`config.mk`:
```
export PLATFORM = sky130hd
export DESIGN_NAME = alu
export DESIGN_NICKNAME = d
export VERILOG_FILES = /design/src/rtl/alu_pkg.sv /design/src/rtl/alu_comb.sv /design/src/rtl/alu.sv
export SDC_FILE = /design/constraint.sdc
export NUM_CORES = 1
export LEC_CHECK = 0
export CAP_MARGIN = 10
export CELL_PAD_IN_SITES_DETAIL_PLACEMENT = 1
export CELL_PAD_IN_SITES_GLOBAL_PLACEMENT = 1
export CORE_MARGIN = 3
export CORE_UTILIZATION = 45
export DETAILED_ROUTE_END_ITERATION = 10
export PLACE_DENSITY = 0.92
export SYNTH_ARGS = -nofsm -noshare
export SYNTH_HDL_FRONTEND = slang
export SYNTH_SLANG_ARGS = --single-unit
```
`constraint.sdc`:
```
create_clock -name clk -period 0.8 [get_ports clk]
set_clock_uncertainty 0.15 [all_clocks]
set_input_delay 0.08 -clock clk [delete_from_list [all_inputs] [get_ports clk]]
set_output_delay 0.08 -clock clk [all_outputs]
set_load 0.03 [all_outputs]
```
`src/rtl/alu_pkg.sv`:
```
// Shared opcode encoding and constants for the ALU block.
package alu_pkg;

  typedef enum logic [3:0] {
    OP_ADD  = 4'h0,
    OP_SUB  = 4'h1,
    OP_MUL  = 4'h2,
    OP_DIV  = 4'h3,
    OP_SHL  = 4'h4,
    OP_SHR  = 4'h5,
    OP_ROL  = 4'h6,
    OP_ROR  = 4'h7,
    OP_AND  = 4'h8,
    OP_OR   = 4'h9,
    OP_XOR  = 4'hA,
    OP_NOR  = 4'hB,
    OP_NAND = 4'hC,
    OP_XNOR = 4'hD,
    OP_GT   = 4'hE,
    OP_EQ   = 4'hF
  } op_e;

  // Divide-by-zero result is all ones at any width; replicate this bit.
  localparam logic DIV0_FILL = 1'b1;

endpackage

```
`src/rtl/alu_comb.sv`:
```
// Purely combinational datapath: result for the selected op, plus add carry.
module alu_comb
  import alu_pkg::*;
#(
  parameter int WIDTH = 8
) (
  input  logic [WIDTH-1:0] A,
  input  logic [WIDTH-1:0] B,
  input  logic [3:0]       ALU_Sel,
  output logic [WIDTH-1:0] result,
  output logic             carry
);

  logic [WIDTH:0] sum;

  // Carry always tracks A+B, whatever op is selected.
  assign sum   = {1'b0, A} + {1'b0, B};
  assign carry = sum[WIDTH];

  always_comb begin
    result = '0;
    case (op_e'(ALU_Sel))
      OP_ADD:  result = sum[WIDTH-1:0];
      OP_SUB:  result = A - B;
      OP_MUL:  result = A * B;
      OP_DIV:  result = (B == '0) ? {WIDTH{DIV0_FILL}} : A / B;
      OP_SHL:  result = A << 1;
      OP_SHR:  result = A >> 1;
      OP_ROL:  result = {A[WIDTH-2:0], A[WIDTH-1]};
      OP_ROR:  result = {A[0], A[WIDTH-1:1]};
      OP_AND:  result = A & B;
      OP_OR:   result = A | B;
      OP_XOR:  result = A ^ B;
      OP_NOR:  result = ~(A | B);
      OP_NAND: result = ~(A & B);
      OP_XNOR: result = ~(A ^ B);
      OP_GT:   result = {{(WIDTH-1){1'b0}}, (A > B)};
      OP_EQ:   result = {{(WIDTH-1){1'b0}}, (A == B)};
      default: result = '0;
    endcase
  end

endmodule

```
`src/rtl/alu.sv`:
```
// ALU top: combinational datapath followed by one output register stage.
module alu
  import alu_pkg::*;
#(
  parameter int WIDTH = 8
) (
  input  logic             clk,
  input  logic             rst_n,
  input  logic [WIDTH-1:0] A,
  input  logic [WIDTH-1:0] B,
  input  logic [3:0]       ALU_Sel,
  output logic [WIDTH-1:0] ALU_Out,
  output logic             CarryOut
);

  logic [WIDTH-1:0] res;
  logic             cry;
  logic [WIDTH-1:0] alu_out_d, alu_out_q;
  logic             carry_d, carry_q;

  alu_comb #(.WIDTH(WIDTH)) u_comb (
    .A       (A),
    .B       (B),
    .ALU_Sel (ALU_Sel),
    .result  (res),
    .carry   (cry)
  );

  always_comb begin
    alu_out_d = res;
    carry_d   = cry;
  end

  always_ff @(posedge clk or negedge rst_n) begin
    if (!rst_n) begin
      alu_out_q <= '0;
      carry_q   <= 1'b0;
    end else begin
      alu_out_q <= alu_out_d;
      carry_q   <= carry_d;
    end
  end

  assign ALU_Out  = alu_out_q;
  assign CarryOut = carry_q;

endmodule

```
==> results.md, run 1 <==
- Top post-synthesis cells by area: ha_1 (23%), fa_1 (6.7%), nor2_1 (5.4%), dfrtp_1 (5.3%), a21oi_1 (5.2%)
- Initial core utilization: 0.474
- Num rows: 34
- Gp weighted congestion: 1.04
- Die width: 103 um
- H-tree Lvls: 1
- Async set-reset flop share out of synthesis: 1.00
- Sequential element share of the synthesized area: 0.0535
- Post-DP HPWL: 20.0 mm
- Post-Synth XOR/XNOR Area: 0.0728
- Die Y: 103 um
- Fail Step: clock tree synthesis
- Synth Cell Area: 0.00421 mm^2
- Post-synthesis cell count: 574
- Synth unique cells: 63
- Post-synthesis mux area share: 0.0514
- Synth area leader: ha_1
- Placed instance area: 0.00613 mm^2
- Mapped Nets: 689
- Compound-gate portion of the synthesized area: 0.256
- # IOs: 31
- # clock sinks: 9
- # hold bufs at CTS: 0
- Post-synth top area share: 0.235
- Error msg: [ERROR DPL-0033] detailed placement checks failed during check placement.
- Status: stopped before the end
- EDFF count, synth: 0
- Clk root buf: clkbuf_8
- Synth warnings: 0
- Post-CTS Setup Inserts: 34
- Post-CTS Resized: 146
- CTS max path bufs: 2
- Mapped Avg Cell Area: 7.33 um^2
- # port buffers: 30
- Largest family of logic cells by synthesized area: adder cells
- Area share of fa/ha/maj cells after synthesis: 0.304
- Top FF cell, synth: dfrtp_1
- Commonest cells in the netlist: ha_1 (79), nor2_1 (61), inv_1 (51), nand2_1 (51), a21oi_1 (44)
- Post-Synth Simple-Gate Area: 0.192
- Register bit total from synthesis: 9
- Cell with the most instances after synthesis: ha_1
- Cts bufs inserted: 3
[per-stage QoR]
| step | setup WS, ns | instances | util |
|---|---|---|---|
| after detailed placement | -9.82 | 875 | 0.690 |
| after global placement | -8.71 | 875 | 0.690 |
| after floorplan | -8.11 | 574 | - |
[cell families after synthesis]
group | Yosys count
simple gates | 176
fa+ha+maj | 94
compound gates | 164
buf+inv | 77
mux | 19
flops | 9
xor+xnor | 35
==> run 2: changes to the inputs <==
CELL_PAD_IN_SITES_DETAIL_PLACEMENT = default   (was 1)
CELL_PAD_IN_SITES_GLOBAL_PLACEMENT = default   (was 1)
CORE_UTILIZATION = 40   (was 45)
PLACE_DENSITY = default   (was 0.92)
PLACE_DENSITY_LB_ADDON = 0.15   (was default)
==> run 2 against run 1 <==
  * The flow now finishes, with violations (negative setup slack)
  * Synthesized area unchanged
  * Synthesized cell count is the same
==> results.md, run 2 <==
- Status: finished with violations
- Failing checks: negative setup slack
- EDFF count, synth: 0 (unchanged)
- Clock slew at reported path FFs: 0.04 ns
- Total Wirelength: 17.6 mm
- Cell Pwr Density: 1060 mW/mm^2
- Commonest cells after routing, fill and taps aside: buf_4 (210), ha_1 (61), nor2_1 (49)
- Synth area leader: ha_1
- Number of cells on the critical path: 50
- Gp weighted congestion: 0.985 (-5.0%)
- Vias in the first global route: 5,668
- Net count, final: 934
- Startpoint class of the critical path: input port
- Hold Slack: 0.0263 ns
- Top post-synthesis cells by area: ha_1 (23%), fa_1 (6.7%), nor2_1 (5.4%), dfrtp_1 (5.3%), a21oi_1 (5.2%)
- Synth warnings: 0 (unchanged)
- # port buffers: 30 (unchanged)
- Total Routing Usage GR: 0.302
- CP max FO: 5
- Max Cap Viol: 0
- Die Y: 109 um (+5.7%)
- # setup viols final: 18
- Worst Path Buf+Inv: 6
- Cell with the most instances after synthesis: ha_1
- # clock sinks: 9 (unchanged)
- Leakage power: 0.00339 uW
- Post-route clock period utilization: 11.7
- Cts bufs inserted: 3 (unchanged)
- Mapped Nets: 689 (unchanged)
- Post-synthesis cell count: 574 (unchanged)
- Clk root buf: clkbuf_8
- Sequential element share of the synthesized area: 0.0535 (unchanged)
- Placeable Area: 0.0100 mm^2
- Max Slew Vio Count: 0
- Least-Margin Pin Slew: 0.439 ns
- Max reg flops: 8
- Launch point of the critical path: B[7]
- Setup slack after layout: -8.55 ns
- Critical Path Slowest Stage Cell: mux2_4
- Layout Area Growth over Synthesis: 69.9%
- CTS max path bufs: 2 (unchanged)
- Max stage delay on crit path: 0.36 ns
- Post-synth top area share: 0.235 (unchanged)
- Fill cells: 763
- # hold bufs at CTS: 0 (unchanged)
- Worst Hold Class: in2async
- Placement Setup Slack: -9.18 ns (+0.642 ns)
- Largest net degree at the start of global routing: 19
- Detailed Route Iter0 Violations: 385
- Required @ worst endpoint: 0.79 ns
- Drt via density: 5.66
- Initial core utilization: 0.421 (-0.0525)
- H-tree Lvls: 1 (unchanged)
- Cell family with most CP delay: compound AO/OA/AOI/OAI gates
- Die width: 109 um (+5.7%)
- Post-route ant nets: 0
- Ratio of cells with drive above 1 in the final layout: 0.449
- Maximum clock frequency: 107 MHz
- Commonest cells in the netlist: ha_1 (79), nor2_1 (61), inv_1 (51), nand2_1 (51), a21oi_1 (44)
- Die area: 0.0118 mm^2
- Maximum VDD drop: 0.993 mV
- # IOs: 31 (unchanged)
- Worst setup path category: in2reg
- Detailed Routing Iterations Pass 1: 5
- RSZ-0062 raised after global routing: yes
- Via count: 5,382
- Synth unique cells: 63 (unchanged)
- CTS tree: done
- Synth Cell Area: 0.00421 mm^2 (unchanged)
- Register bit total from synthesis: 9 (unchanged)
- Crit end category: flip-flop
- Num rows: 36 (+5.9%)
- ANT cells: 0
- TNS Setup: -44.62 ns
- Top FF cell, synth: dfrtp_1
- Most common cell after layout, fill and taps aside: buf_4
- Initial antenna violation count: 0
- Mapped Avg Cell Area: 7.33 um^2 (unchanged)
- Post-route minimum period: 9.35 ns
- Max_slew headroom: 0.705
- First-pass GRT wire length: 28.1 mm
- Global route overflow: 0
- DRC: 0
- Async set-reset flop share out of synthesis: 1.00 (unchanged)
- Final hold viol count: 0
- Crit path DAT: 9.34 ns
- Detailed-route wire length per cell: 18.5 um
- Post-DP HPWL: 13.1 mm (-35%)
## run 2: cell counts after synthesis
Identical to the previous run, type by type.
## run 2: repair_timing
| item | in CTS | in global routing |
|---|---|---|
| setup endpoints to repair | 18 | 18 |
| resized for setup | 145 | 42 |
| gates cloned | 0 | 0 |
| pin swaps | 63 | 74 |
| hold endpoints to repair | 0 | 0 |
| buffers inserted | 52 | 16 |
## run 2: report_power, final
part           switching, uW  total [uW]  internal, uW
registers               36.1         565           529
logic                   3170        6480          3320
clock network            160         505           345
total                   3360        7550          4190
## run 2: final timing paths
check / endpoint
max: ALU_Out[0]$_DFF_PN0_
min in group clk: CarryOut$_DFF_PN0_
min: ALU_Out[7]$_DFF_PN0_
max in group asynchronous: ALU_Out[3]$_DFF_PN0_
## run 2: layer usage
metal  GRT usage  part of all wire  up-vias
li1            -                 -     2539
met1       0.355              0.39     2559
met2       0.564              0.51      220
met3      0.0269             0.057       64
met4       0.114             0.048        0
met5           0                 0        -
## run 2: cell families after synthesis
logic type / share of synthesized area
simple gates: 0.192
compound gates: 0.256
fa+ha+maj: 0.304
buf+inv: 0.0704
xor+xnor: 0.0728
mux: 0.0514
flops: 0.0535
## run 2: cell type report
| cell class | count | area [um^2] | area share |
|---|---|---|---|
| clock buffer | 4 | 45.0 | 0.00630 |
| inverter | 52 | 211 | 0.0296 |
| multi-input combinational | 488 | 4280 | 0.599 |
| sequential | 9 | 225 | 0.0315 |
| tap | 133 | 166 | 0.0233 |
| timing repair buffer | 265 | 2220 | 0.311 |
## run 2: stage by stage
step	power, uW	instance area [um^2]	utilization	instances
CTS	7150	7070	0.707	955
detailed placement	5810	6170	0.617	901
global route	8160	7150	0.715	951
global placement	5650	6170	0.617	901
floorplan	3720	4410	-	574
finish	7550	7150	0.715	951
No activity file was read; power rests on OpenSTA's default activity.
==> run 3: changes to the inputs <==
CORE_UTILIZATION = 62   (was 40)
==> run 3 against run 2 <==
  * The flow now stops in clock tree synthesis
  * Synthesized area unchanged
  * Synthesized cell count unchanged
==> results.md, run 3 <==
- Status: stopped before the end
- Fail Step: clock tree synthesis
- Error msg: [ERROR DPL-0038] Utilization greater than 100%, impossible to legalize
- Mapped Nets: 689 (unchanged)
- # IOs: 31 (unchanged)
- Synth Cell Area: 0.00421 mm^2 (unchanged)
- Mapped Avg Cell Area: 7.33 um^2 (unchanged)
- Num rows: 29 (-19%)
- CTS max path bufs: 2 (unchanged)
- Cell with the most instances after synthesis: ha_1
- Die Y: 88.4 um (-19%)
- Post-CTS Resized: 152 (+4.8%)
- # port buffers: 30 (unchanged)
- Post-synth top area share: 0.235 (unchanged)
- Post-DP HPWL: 16.1 mm (+23%)
- Initial core utilization: 0.652 (+0.231)
- Top post-synthesis cells by area: ha_1 (23%), fa_1 (6.7%), nor2_1 (5.4%), dfrtp_1 (5.3%), a21oi_1 (5.2%)
- # hold bufs at CTS: 0 (unchanged)
- Die width: 88.4 um (-19%)
- Synth area leader: ha_1
- DP Cell Count: 842 (-6.5%)
- Gp weighted congestion: 1.13 (+15%)
- # clock sinks: 9 (unchanged)
- Placement Setup Slack: -9.79 ns (-0.609 ns)
- EDFF count, synth: 0 (unchanged)
- Async set-reset flop share out of synthesis: 1.00 (unchanged)
- Register bit total from synthesis: 9 (unchanged)
- Clk root buf: clkbuf_8
- H-tree Lvls: 1 (unchanged)
- Commonest cells in the netlist: ha_1 (79), nor2_1 (61), inv_1 (51), nand2_1 (51), a21oi_1 (44)
- Synth warnings: 0 (unchanged)
- Post-synthesis cell count: 574 (unchanged)
- Post-CTS Setup Inserts: 42 (-19%)
- Top FF cell, synth: dfrtp_1
- Sequential element share of the synthesized area: 0.0535 (unchanged)
- Placed instance area: 0.00612 mm^2 (-0.89%)
- Cts bufs inserted: 3 (unchanged)
- Synth unique cells: 63 (unchanged)
## run 3: cell counts after synthesis
Identical to the previous run, type by type.
## run 3: kinds of logic after synthesis
logic type / share of synthesized area
flops: 0.0535
buf+inv: 0.0704
xor+xnor: 0.0728
fa+ha+maj: 0.304
compound gates: 0.256
mux: 0.0514
simple gates: 0.192
## run 3: per-stage QoR
| step | util | setup TNS [ns] |
|---|---|---|
| floorplan | - | -38.03 |
| detailed placement | 0.947 | -50.41 |
| global placement | 0.947 | -45.33 |
